<file path="config.mk">
export PLATFORM = sky130hd
export DESIGN_NAME = countdown_arbiter
export DESIGN_NICKNAME = d
export VERILOG_FILES = /design/src/rtl/countdown_arbiter.sv
export SDC_FILE = /design/constraint.sdc
export NUM_CORES = 1
export LEC_CHECK = 0
export CORE_MARGIN = 5
export CORE_UTILIZATION = 63
export CTS_CLUSTER_SIZE = 25
export DETAILED_ROUTE_END_ITERATION = 16
export DONT_BUFFER_PORTS = 1
export PLACE_DENSITY = 0.79
export SYNTH_ARGS = -nofsm -noshare
export SYNTH_HDL_FRONTEND = slang
export SYNTH_SLANG_ARGS = --single-unit
</file>
<file path="constraint.sdc">
create_clock -name clk -period 3.17 [get_ports clk]
set_clock_uncertainty 0.2 [all_clocks]
set_input_delay 0.634 -clock clk [delete_from_list [all_inputs] [get_ports clk]]
set_output_delay 0.634 -clock clk [all_outputs]
set_load 0.02 [all_outputs]
</file>
<file path="src/rtl/countdown_arbiter.sv">
// countdown_arbiter: a single W-bit down-counter shared by up to N
// requesters. A round-robin arbiter picks the owner, the owner's start value
// is loaded, the counter runs to zero, and the owner gets a one-cycle done
// pulse. If the owner drops its request mid-count, the job is aborted.
// Every output comes straight from a flop.
module countdown_arbiter #(
    parameter int N = 4,
    parameter int W = 4
) (
    input  logic           clk,
    input  logic           rst_n,
    input  logic [N-1:0]   req,
    input  logic [N*W-1:0] value,
    output logic [N-1:0]   gnt,
    output logic           busy,
    output logic [W-1:0]   count,
    output logic [N-1:0]   done,
    output logic           abort
);

    localparam int IDX_W = (N > 1) ? $clog2(N) : 1;

    typedef enum logic [1:0] {
        S_IDLE  = 2'd0,
        S_COUNT = 2'd1,
        S_DONE  = 2'd2
    } state_t;

    state_t           state_q;
    state_t           state_d;

    logic [N-1:0]     gnt_q;
    logic [N-1:0]     gnt_d;
    logic [W-1:0]     count_q;
    logic [W-1:0]     count_d;
    logic [N-1:0]     done_q;
    logic [N-1:0]     done_d;
    logic             abort_q;
    logic             abort_d;
    logic [IDX_W-1:0] last_q;
    logic [IDX_W-1:0] last_d;

    logic [IDX_W-1:0] winner;
    logic             any_req;
    logic             owner_req;
    logic             arb_ok;

    // Saturating decrement: the counter floors at zero and never wraps.
    function automatic logic [W-1:0] sat_dec(input logic [W-1:0] v);
        logic [W-1:0] r;
        if (v == '0) begin
            r = '0;
        end else begin
            r = v - 1'b1;
        end
        return r;
    endfunction

    // Round-robin pick: first set request bit searching upward from prev+1,
    // wrapping around. Returns 0 when nothing is requested; the caller
    // qualifies the result with any_req.
    function automatic logic [IDX_W-1:0] rr_pick(input logic [N-1:0] r,
                                                 input logic [IDX_W-1:0] prev);
        logic [IDX_W-1:0] pick;
        logic             found;
        int               idx;
        pick  = '0;
        found = 1'b0;
        for (int k = 1; k <= N; k++) begin
            idx = (int'(prev) + k) % N;
            if (!found && r[idx]) begin
                pick  = IDX_W'(idx);
                found = 1'b1;
            end
        end
        return pick;
    endfunction

    // One-hot decode of a requester index.
    function automatic logic [N-1:0] onehot(input logic [IDX_W-1:0] idx);
        logic [N-1:0] r;
        r = '0;
        r[idx] = 1'b1;
        return r;
    endfunction

    // Start value of a requester, taken from the packed value bus.
    function automatic logic [W-1:0] start_value(input logic [N*W-1:0] vbus,
                                                 input logic [IDX_W-1:0] idx);
        return vbus[int'(idx)*W +: W];
    endfunction

    assign winner    = rr_pick(req, last_q);
    assign any_req   = |req;
    // The owner is always the most recent grantee.
    assign owner_req = req[last_q];
    // The cycle in which abort is pulsing acts as a one-cycle cool-down. The
    // next grant after an abort therefore lands two edges after the abort edge.
    assign arb_ok    = any_req && !abort_q;

    // State register.
    always_ff @(posedge clk) begin
        if (!rst_n) begin
            state_q <= S_IDLE;
        end else begin
            state_q <= state_d;
        end
    end

    // Next-state logic: requester-owner handshake and count completion.
    always_comb begin
        state_d = state_q;
        case (state_q)
            S_IDLE: begin
                if (arb_ok) begin
                    state_d = S_COUNT;
                end
            end
            S_COUNT: begin
                if (!owner_req) begin
                    state_d = S_IDLE;
                end else if (count_q == '0) begin
                    state_d = S_DONE;
                end
            end
            S_DONE: begin
                state_d = S_IDLE;
            end
            default: begin
                state_d = S_IDLE;
            end
        endcase
    end

    // Output logic: next values of the registered outputs and the fairness pointer.
    always_comb begin
        gnt_d   = gnt_q;
        count_d = count_q;
        done_d  = '0;
        abort_d = 1'b0;
        last_d  = last_q;
        case (state_q)
            S_IDLE: begin
                gnt_d = '0;
                if (arb_ok) begin
                    gnt_d   = onehot(winner);
                    count_d = start_value(value, winner);
                    last_d  = winner;
                end
            end
            S_COUNT: begin
                if (!owner_req) begin
                    abort_d = 1'b1;
                    gnt_d   = '0;
                    count_d = '0;
                end else if (count_q == '0) begin
                    done_d = onehot(last_q);
                    gnt_d  = '0;
                end else begin
                    count_d = sat_dec(count_q);
                end
            end
            S_DONE: begin
                gnt_d = '0;
            end
            default: begin
                gnt_d   = '0;
                count_d = '0;
            end
        endcase
    end

    // Output registers. Reset discards any in-flight job silently.
    always_ff @(posedge clk) begin
        if (!rst_n) begin
            gnt_q   <= '0;
            count_q <= '0;
            done_q  <= '0;
            abort_q <= 1'b0;
            last_q  <= IDX_W'(N - 1);
        end else begin
            gnt_q   <= gnt_d;
            count_q <= count_d;
            done_q  <= done_d;
            abort_q <= abort_d;
            last_q  <= last_d;
        end
    end

    assign gnt   = gnt_q;
    assign count = count_q;
    assign done  = done_q;
    assign abort = abort_q;
    assign busy  = (state_q != S_IDLE);

endmodule

</file>
**Yosys cells after proc, flatten, opt, wreduce, memory -nomap -nowiden**

Index checks and enable logic that the tools add are counted.

- Register bits: 17
- Bits of input ports: 22
- Output and inout bits: 14
- Logic and storage cells: 91

- Add/subtract/negate cells: 5
- Magnitude comparators: 8
- Eq/ne operators: 5
- Shift-type cells: 1
- Multiplexer cells: 38
- Bitwise logic cells: 5
- Reduce and logical (&&, ||, !) cells: 23

Operators with widths:

| kind | number |
|---|---|
| $mux 4 | 6 |
| $lt 3x4->1 const B | 4 |
| $shiftx 16x5->4 | 1 |
| $mux 1 | 15 |
| $mux 2 | 7 |
| $pmux 4 s3 | 1 |
| $bmux 1 s2 | 5 |
| $pmux 4 s2 | 1 |
| $reduce_or 2->1 | 4 |
| $logic_and 1x1->1 | 6 |
| $lt 2x3->1 const B | 2 |
| $ne 3x3->1 const B | 2 |
| $reduce_and 2->1 | 3 |
| $add 2x1->2 const B | 2 |
| $add 2x2->2 const B | 2 |
| $and 1x1->1 const A | 4 |
| $demux 1 s2 | 2 |
| $ge 2x1->1 const B | 2 |
| $logic_not 1->1 | 4 |
| $logic_not 4->1 | 1 |
| $pmux 2 s2 | 1 |
| $reduce_and 4->1 | 1 |
| $reduce_or 4->1 | 1 |
| $sub 4x1->4 const B | 1 |
| 7 further kinds | 7 |

**Depth between registers and ports, before layout**

- Word-level depth: 22
- Mapped depth: 10

**Worst setup path before layout**

No wires, ideal clock.

- Path type: register -> register
- Start: register last_q[0]
- End: register count_q[3], in the netlist count[3]
- Library setup time: 0.126 ns
- Arrival time: 2.113 ns
- Data required time: 2.844 ns
- Path slack: 0.731 ns
- Stages on the path, launching flop included: 11
- Path buffers: 2
- Clock period less this slack: 2.439 ns
- Cell sequence: dfxtp_1 -> buf_4 -> inv_1 -> ha_1 -> nor2b_1 -> o31a_1 -> a31o_1 -> and2_4 -> buf_6 -> a211oi_1 -> o41ai_2

- Word-level cells in the longest chain between the ends: 17

RTL lines:

| item | RTL line | text |
|---|---|---|
| from (decl) | 40 | `logic [IDX_W-1:0] last_q;` |
| from (signal assigned) | 180 | `last_q <= IDX_W'(N - 1);` |
| from (signal assigned) | 186 | `last_q <= last_d;` |
| $add 2x1->2 | 70 | `idx = (int'(prev) + k) % N;` |
| $bmux 1 s2 | 71 | `if (!found && r[idx]) begin` |
| $mux 1 (not written as such) (2 in series) | 71 |  |
| $mux 1 | 71 |  |
| $logic_not 1->1 | 71 |  |
| $logic_and 1x1->1 | 71 |  |
| $mux 1 | 71 |  |
| $logic_not 1->1 | 71 |  |
| $logic_and 1x1->1 | 71 |  |
| $mux 1 | 71 |  |
| $logic_not 1->1 | 71 |  |
| $logic_and 1x1->1 | 71 |  |
| $mux 2 | 71 |  |
| $shiftx 16x5->4 | 90 | `return vbus[int'(idx)*W +: W];` |
| $mux 4 | 145 | `if (arb_ok) begin` |
| $pmux 4 s3 | 142 | `case (state_q)` |
| to (signal assigned) | 183 | `count_q <= count_d;` |
| to (decl) | 34 | `logic [W-1:0] count_q;` |

Several ways; a longest one is shown, not always the timed one. The select of a mux whose other input is x is not followed.
A chain may end at the register's enable or synchronous reset.

**Worst setup path after layout**

- Start: register last_q[1]
- End: register count_q[0], in the netlist count[0]

Same word-level chain as after synthesis.

==> flow_summary.yaml <==
cts:
  postCtsResizedCells: 0
  clockBufferDepth: 2
  cts.sinks: 17
  hold_buffers: 0
  cts_setup_buffers: 0
  cts_made_buffers: 3
  htree_levels: 1
  root_buffer: "clkbuf_4"
  cts_tree: "yes"
  worstSkewPairLatency_ns: 0.29
  path_clk_slew_ns: 0.10
setup_path:
  crit_required_ns: 3.14
  endpoint_kind: "flip-flop"
  cp_max_fo: 11
  path_buf_inv: 1
  crit_arrival_ns: 2.66
  crit_type: "flip-flop to flip-flop"
  start_kind: "flip-flop"
  cpMaxStageDelayCell: "dfxtp_1"
  slowest_delay_ns: 0.60
  path_cells: "inv_1, ha_1, nor2b_1, a211o_2, mux2i_1, o32a_1, o2111ai_1, o211ai_1"
  path_delay_family: "compound AO/OA/AOI/OAI gates"
placement:
  portBuffers: 0
  gp_congestion: 0.9418
  dpl.hpwl_um: 2924
  pre_cts_slack_ns: 0.5237
yosys:
  netlist_instances: 188
  ys_ff_latch: 17
  ys_warn_count: 0
  synth_cell_types: 63
  synth_compound_area_share_pct: 29.80
  synth_mux_area_share_pct: 6.352
  synthDominantCellAreaShare_pct: 22.15
  synth_xor_area_share_pct: 0
  synth_edf_count: 0
  synth_fp_nets: 216
  synth_top_area_cell: "dfxtp_1"
  synthAdderAreaFrac_pct: 4.886
  postSynth.asyncResetShare_pct: 0
  syn_area_mm2: 0.001536
  synthSimpleGateAreaFrac_pct: 28.91
  synth_top_family_by_area: "compound AO/OA/AOI/OAI gates"
  synth.area.top_cells: "dfxtp_1 22%, ha_1 4.9%, nor2_1 4.2%"
  synth_flop_cell: "dfxtp_1"
  synth-seq-area-share_pct: 22.15
  synth.avg_cell_area_um2: 8.173
global_route:
  antenna_found_initial: 0
  grt_pass1_wl_um: 6196
  grt_util_met2_pct: 34.01
  first_global_vias: 1340
  grt.met3_usage_pct: 8.279
  grt_max_degree: 28
  grt.busiest_layer: "met2"
  grt_usage_pct: 22.40
  grtUsageMet1_pct: 29.80
  gr-total-overflow: 0
cells_and_area:
  drive_above_1_share_pct: 10.93
  multi_input_area_mm2: 0.001075
  syn2layout_area_growth_pct: -0.7331
  diodes: 0
  fillers: 184
  final_net_count: 212
  seqCellArea_um2: 340.3
  final_cell_mix: "17 x nor2_1, 17 x dfxtp_1, 16 x nand2_1"
sta:
  period_share_pct: 84.71
  finalHoldViolations: 0
  finalSetupTns_ns: 0
  rsz0062_at_grt: "no"
  worst_pin_slew_ns: 0.7856
  max_freq_mhz: 372.4
  period_minus_slack_ns: 2.685
  whs_ns: 0.2319
  slew_viol_final: 0
  finalSetupViolations: 0
  slew_headroom_pct: 47.22
  setup_ws_ns: 0.4847
power_and_ir_drop:
  leakage_nw: 0.6179
  peakVddDrop_mv: 0.5131
  power_mw: 1.324
  powerDensity_mw_per_mm2: 867.9
drt:
  ant_nets: 0
  dr.pass1.iters: 4
  vias: 1450
  detail_route.wl_per_cell_um: 17.68
  first_iter_violations: 62
  wl_um: 3731
  drc: 0
  vias_per_cell: 6.872
run:
  maxCapViolCount: 0
die:
  pin_count: 36
  die-area_mm2: 0.003527
  start_util_pct: 67.51
  core-area_mm2: 0.002276
  rows: 17
  die_h_um: 59.39
  die_x_um: 59.39
status:
  status: "finished, final reports clean"
min_path:
  hold_path.class: "input pin to flip-flop"
-- through the flow --
step	instance area, um^2	instances	utilization [%]
5_1_grt	1525	211	67.01
2_1_floorplan	1536	188	-
4_1_cts	1525	211	67.01
6_report	1525	211	67.01
3_5_place_dp	1499	207	65.86
3_3_place_gp	1499	207	65.86
-- Yosys cell counts (all sizes together), types with 3 or more instances --
library cell,count
a32oi,4
a21o,5
nor2b,5
nand3,11
o21ai,8
a21oi,7
ha,6
o211ai,4
nor3b,4
mux2i,6
o31ai,3
inv,10
dfxtp,17
nor2,18
a211oi,4
nor3,6
nand2,16
buf,9
and2,5
o2bb2ai,3
-- registers in the layout (all words and copies together), names as in the netlist --
signal,count
last_q,2
done,4
count,4
state_q,2
gnt,4
abort,1
-- area by class of cell --
class,instances,area share (%)
timing repair buffer,1,0.4922
tap,28,2.297
inverter,11,2.707
clock buffer,4,1.723
multi-input combinational,150,70.47
sequential,17,22.31
-- logic make-up (layout without fill, tap and decap cells) --
logic type               after synthesis  after routing
buffers and inverters                 21             16
AO/OA/AOI/OAI                         57             57
AND/OR/NAND/NOR                       79             79
adder cells (fa/ha/maj)                6              6
flip-flops                            17             17
multiplexers                           8              8
-- worst paths after layout --
kind                                  from   endpoint  slack, ns  cells after the start
worst max register to register   last_q[1]   count[0]       0.48                      8
worst min-delay path                 rst_n  last_q[1]       0.23                      1
worst min register to register  state_q[1]      abort       0.31                      1
worst max-delay path             last_q[1]   count[0]       0.48                      8
-- worst reg2reg max path: stages, from the launching register on --
cell and delay, ns:
dfxtp_1 0.60, inv_1 0.14, ha_1 0.40, nor2b_1 0.27
a211o_2 0.20, mux2i_1 0.12, o32a_1 0.35, o2111ai_1 0.19
o211ai_1 0.11
-- routing by layer --
| layer | vias up | routed length (um) |
|---|---|---|
| met4 | 0 | 34 |
| met5 | - | 0 |
| met3 | 4 | 339 |
| met1 | 687 | 1652 |
| li1 | 695 | - |
| met2 | 64 | 1704 |
-- report_power, final --
part           internal [mW]  switching [mW]
Sequential             0.270           0.117
Clock                 0.0489          0.0655
Combinational          0.345           0.478
Total                  0.663           0.660
No activity file was read; power rests on OpenSTA's default activity.
